==> src/rtl/parity_check_arbiter.sv <==
// Round-robin arbiter sharing one registered even-parity checker among NREQ requesters.
// Optional per-requester saturating error counters are enabled with PARITY_ARB_ERR_CNT_EN.
module parity_check_arbiter #(
  parameter int NREQ  = 4,
  parameter int CNT_W = 8,
  localparam int IDW  = $clog2(NREQ)
) (
  input  logic                clk,
  input  logic                rstN,
  input  logic                en,
  input  logic [NREQ-1:0]     req_valid,
  input  logic [4*NREQ-1:0]   req_data,
  input  logic [NREQ-1:0]     req_parity,
  output logic [NREQ-1:0]     req_ready,
  output logic                resp_valid,
  output logic [IDW-1:0]      resp_id,
  output logic                resp_error,
  output logic                err_irq,
  input  logic                err_clr,
  input  logic [IDW-1:0]      cnt_sel,
  output logic [CNT_W-1:0]    cnt_rd_data
);

  logic [IDW-1:0] last;
  logic [IDW-1:0] grant_idx;
  logic           grant_err;
  logic           xfer;
  logic           err_event;

  // Search starts one past the most recent grant, wrapping modulo NREQ.
  always_comb begin
    int idx;
    idx       = 0;
    req_ready = '0;
    grant_idx = '0;
    grant_err = 1'b0;
    xfer      = 1'b0;
    for (int off = 1; off <= NREQ; off++) begin
      idx = int'(last) + off;
      if (idx >= NREQ) idx = idx - NREQ;
      if (!xfer && en && req_valid[idx]) begin
        xfer           = 1'b1;
        req_ready[idx] = 1'b1;
        grant_idx      = IDW'(idx);
        grant_err      = req_parity[idx] ^ (^req_data[4*idx +: 4]);
      end
    end
  end

  always_ff @(posedge clk or negedge rstN) begin
    if (!rstN) begin
      last       <= IDW'(NREQ - 1);
      resp_valid <= 1'b0;
      resp_id    <= '0;
      resp_error <= 1'b0;
    end else begin
      resp_valid <= xfer;
      if (xfer) begin
        last       <= grant_idx;
        resp_id    <= grant_idx;
        resp_error <= grant_err;
      end
    end
  end

  assign err_event = resp_valid && resp_error;

  // A new error takes precedence over a simultaneous clear.
  always_ff @(posedge clk or negedge rstN) begin
    if (!rstN)          err_irq <= 1'b0;
    else if (err_event) err_irq <= 1'b1;
    else if (err_clr)   err_irq <= 1'b0;
  end

`ifdef PARITY_ARB_ERR_CNT_EN
  logic [CNT_W-1:0] err_cnt [NREQ];

  always_ff @(posedge clk or negedge rstN) begin
    if (!rstN) begin
      for (int i = 0; i < NREQ; i++) err_cnt[i] <= '0;
    end else begin
      for (int i = 0; i < NREQ; i++) begin
        if (err_event && resp_id == IDW'(i)) begin
          if (err_clr)                err_cnt[i] <= CNT_W'(1);
          else if (err_cnt[i] != '1)  err_cnt[i] <= err_cnt[i] + CNT_W'(1);
        end else if (err_clr) begin
          err_cnt[i] <= '0;
        end
      end
    end
  end

  always_comb begin
    cnt_rd_data = '0;
    for (int i = 0; i < NREQ; i++)
      if (cnt_sel == IDW'(i)) cnt_rd_data = err_cnt[i];
  end
`else
  logic unused_cnt_sel;
  assign unused_cnt_sel = ^cnt_sel;
  assign cnt_rd_data    = '0;
`endif

endmodule

==> config.mk <==
export PLATFORM = sky130hd
export DESIGN_NAME = parity_check_arbiter
export DESIGN_NICKNAME = d
export VERILOG_FILES = /design/src/rtl/parity_check_arbiter.sv
export SDC_FILE = /design/constraint.sdc
export NUM_CORES = 1
export LEC_CHECK = 0
export CAP_MARGIN = 20
export CELL_PAD_IN_SITES_DETAIL_PLACEMENT = 0
export CELL_PAD_IN_SITES_GLOBAL_PLACEMENT = 1
export CORE_ASPECT_RATIO = 0.75
export CORE_MARGIN = 10
export CORE_UTILIZATION = 33
export DETAILED_ROUTE_END_ITERATION = 10
export HOLD_SLACK_MARGIN = 0.15
export PLACE_DENSITY = 0.91
export SLEW_MARGIN = 5
export SYNTH_ARGS = -nofsm -noshare
export SYNTH_HDL_FRONTEND = slang
export SYNTH_SLANG_ARGS = --single-unit
==> constraint.sdc <==
create_clock -name clk -period 4.5 [get_ports clk]
set_clock_uncertainty 0.05 [all_clocks]
set_input_delay 0.675 -clock clk [delete_from_list [all_inputs] [get_ports clk]]
set_output_delay 0.675 -clock clk [all_outputs]
set_load 0.03 [all_outputs]
; After elaboration in Yosys (flattened, before gate mapping)
; Index checks and enable logic that the tools add are counted.
[totals]
register_bits = 7
out_inout_bits = 17
word_cells = 110
[op_classes]
addsub = 8
order_cmp = 12
shifts = 4
mux = 54
bitwise_logic = 7
n_reduce_logical = 20
[op_table]
columns = op, count
row1 = ">= comparator 32 x 1 -> 1 bit, second input constant", 4
row2 = "< comparator 32 x 4 -> 1 bit, second input constant", 4
row3 = two-way mux 32 bit, 4
row4 = indexed part select 16 x 32 -> 4 bit, 4
row5 = two-way mux 1 bit, 30
row6 = binary-select mux 1 bit (select 2 bit), 8
row7 = two-way mux 4 bit, 4
row8 = parity 4 bit, 4
row9 = logical AND 1 bit, 12
row10 = OR 4 bit, 3
row11 = "subtractor 3 x 3 -> 4 bit, second input constant", 3
row12 = ">= comparator 3 bit, second input constant", 3
row13 = demux 1 bit (select 2 bit), 4
row14 = two-way mux 2 bit, 4
row15 = "adder 2 x 2 -> 3 bit, second input constant", 2
row16 = "subtractor 4 x 3 -> 5 bit, second input constant", 1
row17 = "adder 2 x 3 -> 4 bit, second input constant", 1
row18 = ">= comparator 4 x 3 -> 1 bit, second input constant", 1
row19 = bitwise XOR 1 bit, 4
row20 = "adder 2 x 1 -> 3 bit, second input constant", 1
row21 = logical NOT 1 bit, 3
row22 = nonzero test 2 bit, 1

; Longest topological paths before layout
; Gate-level depths: netlist (run 1).
[depth]
ltp_word = 20
ltp_mapped = 11
ltp_nobuf = 8

; Worst setup path before layout (run 1)
; Ideal clock, no wire load.
[synth_timing]
path_kind = reg2out
start = register last[0]
end = output port req_ready[0]
arrival_time_ns = 3.241
required_ns = 3.775
slack_ns = 0.534
stages_incl_launch_ff = 10
path_buffers = 3
cell_sequence = dfstp_2 buf_6 buf_2 clkinv_1 ha_1 clkbuf_1 mux4_2 and2b_1 nand3_1 o21ai_0
[synth_between]
elab_chain_len = 20
word_cells_on_any_way = 68
[synth_rtl]
columns = element, line_no
row1 = "start, declared", 24  ; logic [IDW-1:0] last;
row2 = "start signal, assigned", 52  ; last <= IDW'(NREQ - 1);
row3 = "start signal, assigned", 59  ; last <= grant_idx;
row4 = branches (longest 19 deep; another with >= comparator 32 x 1 -> 1 bit), -
row5 = two-way mux 4 bit (*), 41  ; if (!xfer && en && req_valid[idx]) begin
row6 = "end, declared", 14  ; output logic [NREQ-1:0] req_ready,
; Mark *: on every way between the ends. The select of a mux whose other input is x is not followed.

; Worst setup path in the final report (run 1)
[layout_timing]
start = register last[1]
end = output port req_ready[2]
; Same word-level chain as after synthesis.

==> results.yml, run 1 <==
global_routing:
  grt-ovfl-total: 0
  grt_start_max_net_pins: 23
  grt_usage_pct: 9.711
  antenna_found_initial: 0
  grt_pass1_vias: 1134
  grt_pass1_wl_um: 5451
synth:
  synth.cell_area_um2: 1261
  yosys_warnings: 0
  async_flop_share_pct: 100.0
  yosysMostFrequentCell: "mux2i_1"
  synthTopCellsByArea: "dfrtp_1 9.9%, mux2i_1 9.5%, mux4_2 8.9%"
  synth.area.mux_share_pct: 20.54
  synthAdderAreaFrac_pct: 7.937
  yosysTopAreaCell: "dfrtp_1"
  synthXorXnorAreaFrac_pct: 18.25
  syn_area_per_cell_um2: 9.342
  yosys.area_share.simple_pct: 12.40
  post_synth_num_cell_types: 41
  synth_common_cells: "12 x mux2i_1, 10 x xnor2_1, 9 x nand2_1"
  synth_top_area_share_pct: 9.921
  synth_compound_area_share_pct: 17.16
  synthCells: 135
  ys_ff_latch: 7
  synth_top_family_by_area: "multiplexers"
  ys.flop_type: "dfrtp_1"
  synth_edf_count: 0
  seq_area_frac_synth_pct: 14.09
worst_setup_path:
  r2r_end: "resp_error"
  rrSetupSlack_ps: 1530
  cp-start-kind: "flop"
  crit_fanout: 15
  crit_arrival_ps: 3560
  crit_required_ps: 3770
  reg2regPathDepth: 8
  critPathKind: "reg -> out"
  endpoint_kind: "output pin"
  r2r_start: "last[1]"
worst_hold_path:
  min_to: "err_irq"
  hold_path.class: "reg -> reg"
  hold_start: "resp_valid"
  min_delay_path_depth: 2
clocking:
  cts-resized-gates: 0
  hold_buffers: 0
  cts_max_path_buffers: 2
  post-cts-setup-buffers: 0
  h-tree-depth: 1
  clk_latency_ps: 230
  cts_tree: "done"
  path_clk_slew_ps: 40
  cts_root_buf: "clkbuf_8"
  numClockSinks: 7
  cts_made_buffers: 3
final_layout:
  regArea_um2: 177.7
  synthToLayoutAreaGrowth_pct: 33.93
  fin_area_um2: 1689
  fin_nets: 211
  multiInputGateArea_um2: 992.2
  nFillCells: 373
  drive_gt1_share_pct: 9.302
  antenna_cells: 0
sta:
  slew_viol_final: 0
  hold_viol_final: 0
  fmax_mhz: 233.3
  period_needed_ps: 4287
  rsz0062_at_grt: "no"
  setup_tns_ps: 0
  fin_crit_sh_pct: 95.26
  finalSetupViolCount: 0
placed_design:
  place_congestion: 0.8409
  hpwl_um: 2727
  portBuffers: 36
  dpl-instance-area_um2: 1644
power_and_ir_drop:
  vdd_drop_max_uv: 266.4
  total_power_uw: 1031
  p_per_area_nw_per_um2: 610.5
  p_leak_uw: 0.0007126
routing:
  drt-total-wl_um: 3252
  via_count: 1121
  wire_per_inst_um: 14.52
  via_per_inst: 5.004
  antenna_left: 0
  drc_errors: 0
  drtIter0Drc: 120
  dr.pass1.iters: 4
floorplanning:
  dieArea_um2: 6720
  initial_core_util_pct: 34.45
  fp.dieW_um: 91.39
  coreArea_um2: 3661
  io_pins: 47
  die_h_um: 73.54
  rows: 19
run_status:
  run_status: "finished clean"
flow_run:
  drv_cap: 0
==> kinds of logic (layout without fill, tap and decap cells) <==
| family | Yosys count | count (layout) |
|---|---|---|
| AOI/OAI and AO/OA | 29 | 29 |
| xor gates and xnor gates | 20 | 20 |
| adders and majority gates | 8 | 8 |
| buffers and inverters | 21 | 51 |
| DFF | 7 | 7 |
| muxes | 19 | 19 |
| other | 1 | 8 |
| and+or+nand+nor | 30 | 30 |
==> where the power goes <==
group | total (uW) | internal, uW | leakage, uW | switching [uW]
logic | 812 | 371 | 0.000607 | 441
registers | 131 | 98.9 | 0.0000830 | 32.4
clock network | 87.7 | 61.2 | 0.0000228 | 26.5
total | 1030 | 531 | 0.000713 | 500
==> layout by cell type (no fill, tap or decap), types with 3 or more instances in the layout <==
cell type | netlist | layout
clkdlybuf4s50_1 | 0 | 36
mux2i_1 | 12 | 12
xnor2_1 | 10 | 10
nand2_1 | 9 | 9
inv_1 | 8 | 8
o21ai_0 | 8 | 8
ha_1 | 8 | 8
conb_1 | 1 | 8
and2_1 | 6 | 6
xor2_1 | 6 | 6
mux4_2 | 5 | 5
nor2_1 | 5 | 5
dfrtp_1 | 5 | 5
a222oi_1 | 4 | 4
xnor3_1 | 4 | 4
nor2b_1 | 3 | 3
a221oi_1 | 3 | 3
clkbuf_8 | 0 | 3
==> registers in the layout (all words and copies together) (netlist names) <==
register and count:
err_irq 1, last 2, resp_error 1, resp_id 2, resp_valid 1
==> cell type report <==
| class | count | share of cell area [%] |
|---|---|---|
| clock buffers | 4 | 2.667 |
| inverters | 9 | 2.000 |
| multi-input cells | 114 | 58.74 |
| flip-flops and latches | 7 | 10.52 |
| well taps | 52 | 3.852 |
| repair buffers | 38 | 22.22 |
==> critical path: stages (launching register included) <==
cell and delay, ps:
dfstp_2 690, inv_1 210, ha_1 510, mux4_2 410, and2b_1 260, and2_1 280, a222oi_1 160, o21ai_0 100
clkdlybuf4s50_1 710
==> metal layers <==
| layer | vias to the layer above | global-route usage [%] | share of wire (%) |
|---|---|---|---|
| li1 | 551 | - | - |
| met2 | 37 | 14.87 | 45 |
| met5 | - | 0 | 0 |
| met3 | 5 | 2.340 | 5.8 |
| met1 | 528 | 12.87 | 47 |
| met4 | 0 | 3.813 | 1.5 |
==> worst max path at each step <==
stage,start,to,slack (ps),cells after the start
floorplan,last[0],req_ready[0],530,9
global placement,last[1],req_ready[2],530,8
detailed placement,last[1],req_ready[2],510,8
CTS,last[1],req_ready[2],260,8
global route,last[1],req_ready[2],20,8
finish,last[1],req_ready[2],210,8
==> stage by stage <==
| stage | setup WS, ps | instances | hold slack, ps | util (%) |
|---|---|---|---|---|
| floorplan | 534.3 | 142 | 329.4 | - |
| global placement | 533.9 | 220 | 432.1 | 44.91 |
| detailed placement | 506.4 | 220 | 448.8 | 44.91 |
| CTS | 264.2 | 224 | 460.7 | 46.14 |
| global route | 16.34 | 224 | 489.4 | 46.14 |
| finish | 213.2 | 224 | 455.7 | 46.14 |
No activity file was read; power rests on OpenSTA's default activity.
==> run 2, diff against run 1 <==
- GPL_ROUTABILITY_DRIVEN: unset -> 0
- SETUP_SLACK_MARGIN: unset -> 0.3
- clock period: 4.5 -> 4.24 ns (I/O delays scaled with it)
==> run 2 against run 1 <==
  * Setup slack better by 340 ps
  * Sequential share of layout area is essentially flat
  * Largest cell class unchanged
  * Wire length grew 0.62%
  * Sequential power up 9%
  * Critical path depth unchanged
  * First-iteration DRC count decreased by 33%
  * Final cell count stayed put
  * Clock-buffer cell count is the same
  * Non-clock buffer count stayed put
  * Hold slack got worse by 15 ps
  * Via count increased by 0.18%
==> results.yml, run 2 (synthesis gave the netlist of run 1 again) <==
worst_setup_path:
  crit_chain: "inv_1 -> ha_4 -> mux4_2 -> nor2b_1 -> and2_1 -> a222oi_1 -> o21ai_0 -> dlygate4sd2_1"
  reg2regPathDepth: 6
  crit_required_ps: 3550
  r2r_start: "last[1]"
  critPathMaxStageDelay_ps: 710
  crit_arrival_ps: 3000
  endpoint_kind: "output pin"
  rrSetupSlack_ps: 1510
  r2r_end: "resp_id[0]"
  cp-start-kind: "flop"
  crit_fanout: 15
  cpMaxStageDelayCell: "dfstp_4"
  critPathKind: "reg -> out"
global_routing:
  grt_usage_pct: 9.299
  grt-ovfl-total: 0
  grt_pass1_wl_um: 5299
  antenna_found_initial: 0
  grt_start_max_net_pins: 23
  grt_pass1_vias: 1069
routing:
  via_count: 1123
  drc_errors: 0
  drt-total-wl_um: 3272
  dr.pass1.iters: 4
  antenna_left: 0
  wire_per_inst_um: 14.61
  drtIter0Drc: 80
  via_per_inst: 5.013
worst_hold_path:
  min_to: "err_irq"
  hold_path.class: "reg -> reg"
  hold_start: "resp_valid"
  min_delay_path_depth: 2
final_layout:
  synthToLayoutAreaGrowth_pct: 36.51
  reg_top3: "last: 2 flops, resp_id: 2 flops"
  antenna_cells: 0
  fin_nets: 211
  nFillCells: 358
  drive_gt1_share_pct: 11.63
  fin_area_um2: 1722
  finalNonFillerCells: 224
  layout_commonest_cell: "clkdlybuf4s50_1"
  final_cell_mix: "32 x clkdlybuf4s50_1, 12 x mux2i_1, 10 x xnor2_1"
sta:
  finalSetupViolCount: 0
  hold_viol_final: 0
  fin_crit_sh_pct: 86.90
  fmax_mhz: 271.4
  setup_tns_ps: 0
  slew_viol_final: 0
  period_needed_ps: 3684
  rsz0062_at_grt: "no"
power_and_ir_drop:
  p_sw_share_pct: 47.60
  p_leak_uw: 0.0007292
  switchingPower_uw: 541.2
  p_clk_share_pct: 8.3
  p_int_uw: 595.8
  vdd_drop_max_uv: 277.8
  sequentialPowerShare_pct: 12.6
  p_per_area_nw_per_um2: 660.4
  combPwrFrac_pct: 79.1
clocking:
  numClockSinks: 7
  post-cts-setup-buffers: 0
  path_clk_slew_ps: 40
  cts_tree: "done"
  clk_latency_ps: 230
  h-tree-depth: 1
  cts_max_path_buffers: 2
  cts_made_buffers: 3
  hold_buffers: 0
  cts_root_buf: "clkbuf_8"
floorplanning:
  fp.dieW_um: 91.39
  rows: 19
  coreArea_um2: 3661
  initial_core_util_pct: 34.45
  die_h_um: 73.54
  io_pins: 47
  dieArea_um2: 6720
run_status:
  run_status: "finished clean"
placed_design:
  dpl-instance-area_um2: 1662
  dp.cells: 220
  hpwl_um: 2753
  portBuffers: 36
flow_run:
  drv_cap: 0
[run 2: metal layers]
metal / vias to the layer above / wire length [um] / GRT usage (%)
met5: - / 0 / 0
met1: 520 / 1486 / 12.85
met4: 0 / 16 / 2.080
met2: 47 / 1510 / 14.71
met3: 2 / 257 / 1.628
li1: 554 / - / -
[run 2: repair_timing]
| action | CTS | global route |
|---|---|---|
| cloned | 0 | 0 |
| resized for setup | 1 | 3 |
| setup endpoints to repair | 1 | 3 |
[run 2: layout make-up]
class | instances | area (um2) | area share [%]
well taps | 52 | 65.06 | 3.779
clock buffers | 4 | 45.04 | 2.616
repair buffers | 38 | 391.6 | 22.75
inverters | 9 | 33.78 | 1.962
flip-flops and latches | 7 | 181.4 | 10.54
multi-input cells | 114 | 1005 | 58.36
[run 2: worst max path at each step]
| stage | from | end |
|---|---|---|
| 4_1_cts | last[1] | req_ready[1] |
| 6_report | last[1] | req_ready[1] |
| 5_1_grt | last[1] | req_ready[1] |
| 2_1_floorplan | last[0] | req_ready[0] |
| 3_3_place_gp | last[1] | req_ready[1] |
| 3_5_place_dp | last[1] | req_ready[1] |
[run 2: power by group through the flow]
stage | registers [uW] | logic, uW | clock network [uW]
2_1_floorplan | 166 | 612 | 0
3_3_place_gp | 139 | 871 | 0
3_5_place_dp | 140 | 883 | 0
4_1_cts | 139 | 883 | 95.2
5_1_grt | 149 | 985 | 99.1
6_report | 143 | 899 | 94.8
[run 2: stage by stage]
step | power (uW) | hold slack [ps] | utilization, % | setup WS (ps)
4_1_cts | 1118 | 452.3 | 46.58 | 351.8
5_1_grt | 1233 | 474.8 | 47.03 | 406.9
6_report | 1137 | 440.9 | 47.03 | 555.6
3_3_place_gp | 1010 | 432.9 | 45.39 | 376.2
2_1_floorplan | 777.7 | 290.4 | - | 313.3
3_5_place_dp | 1023 | 447.3 | 45.39 | 327.8
[run 2: critical path: cells and delay by family, from the launching register on]
kind | cells | cell delay, ps
multiplexers | 1 | 320
flip-flops | 1 | 710
AO/OA/AOI/OAI | 2 | 410
AND/OR/NAND/NOR | 2 | 420
buffers and inverters | 2 | 540
adder cells (fa/ha/maj) | 1 | 360
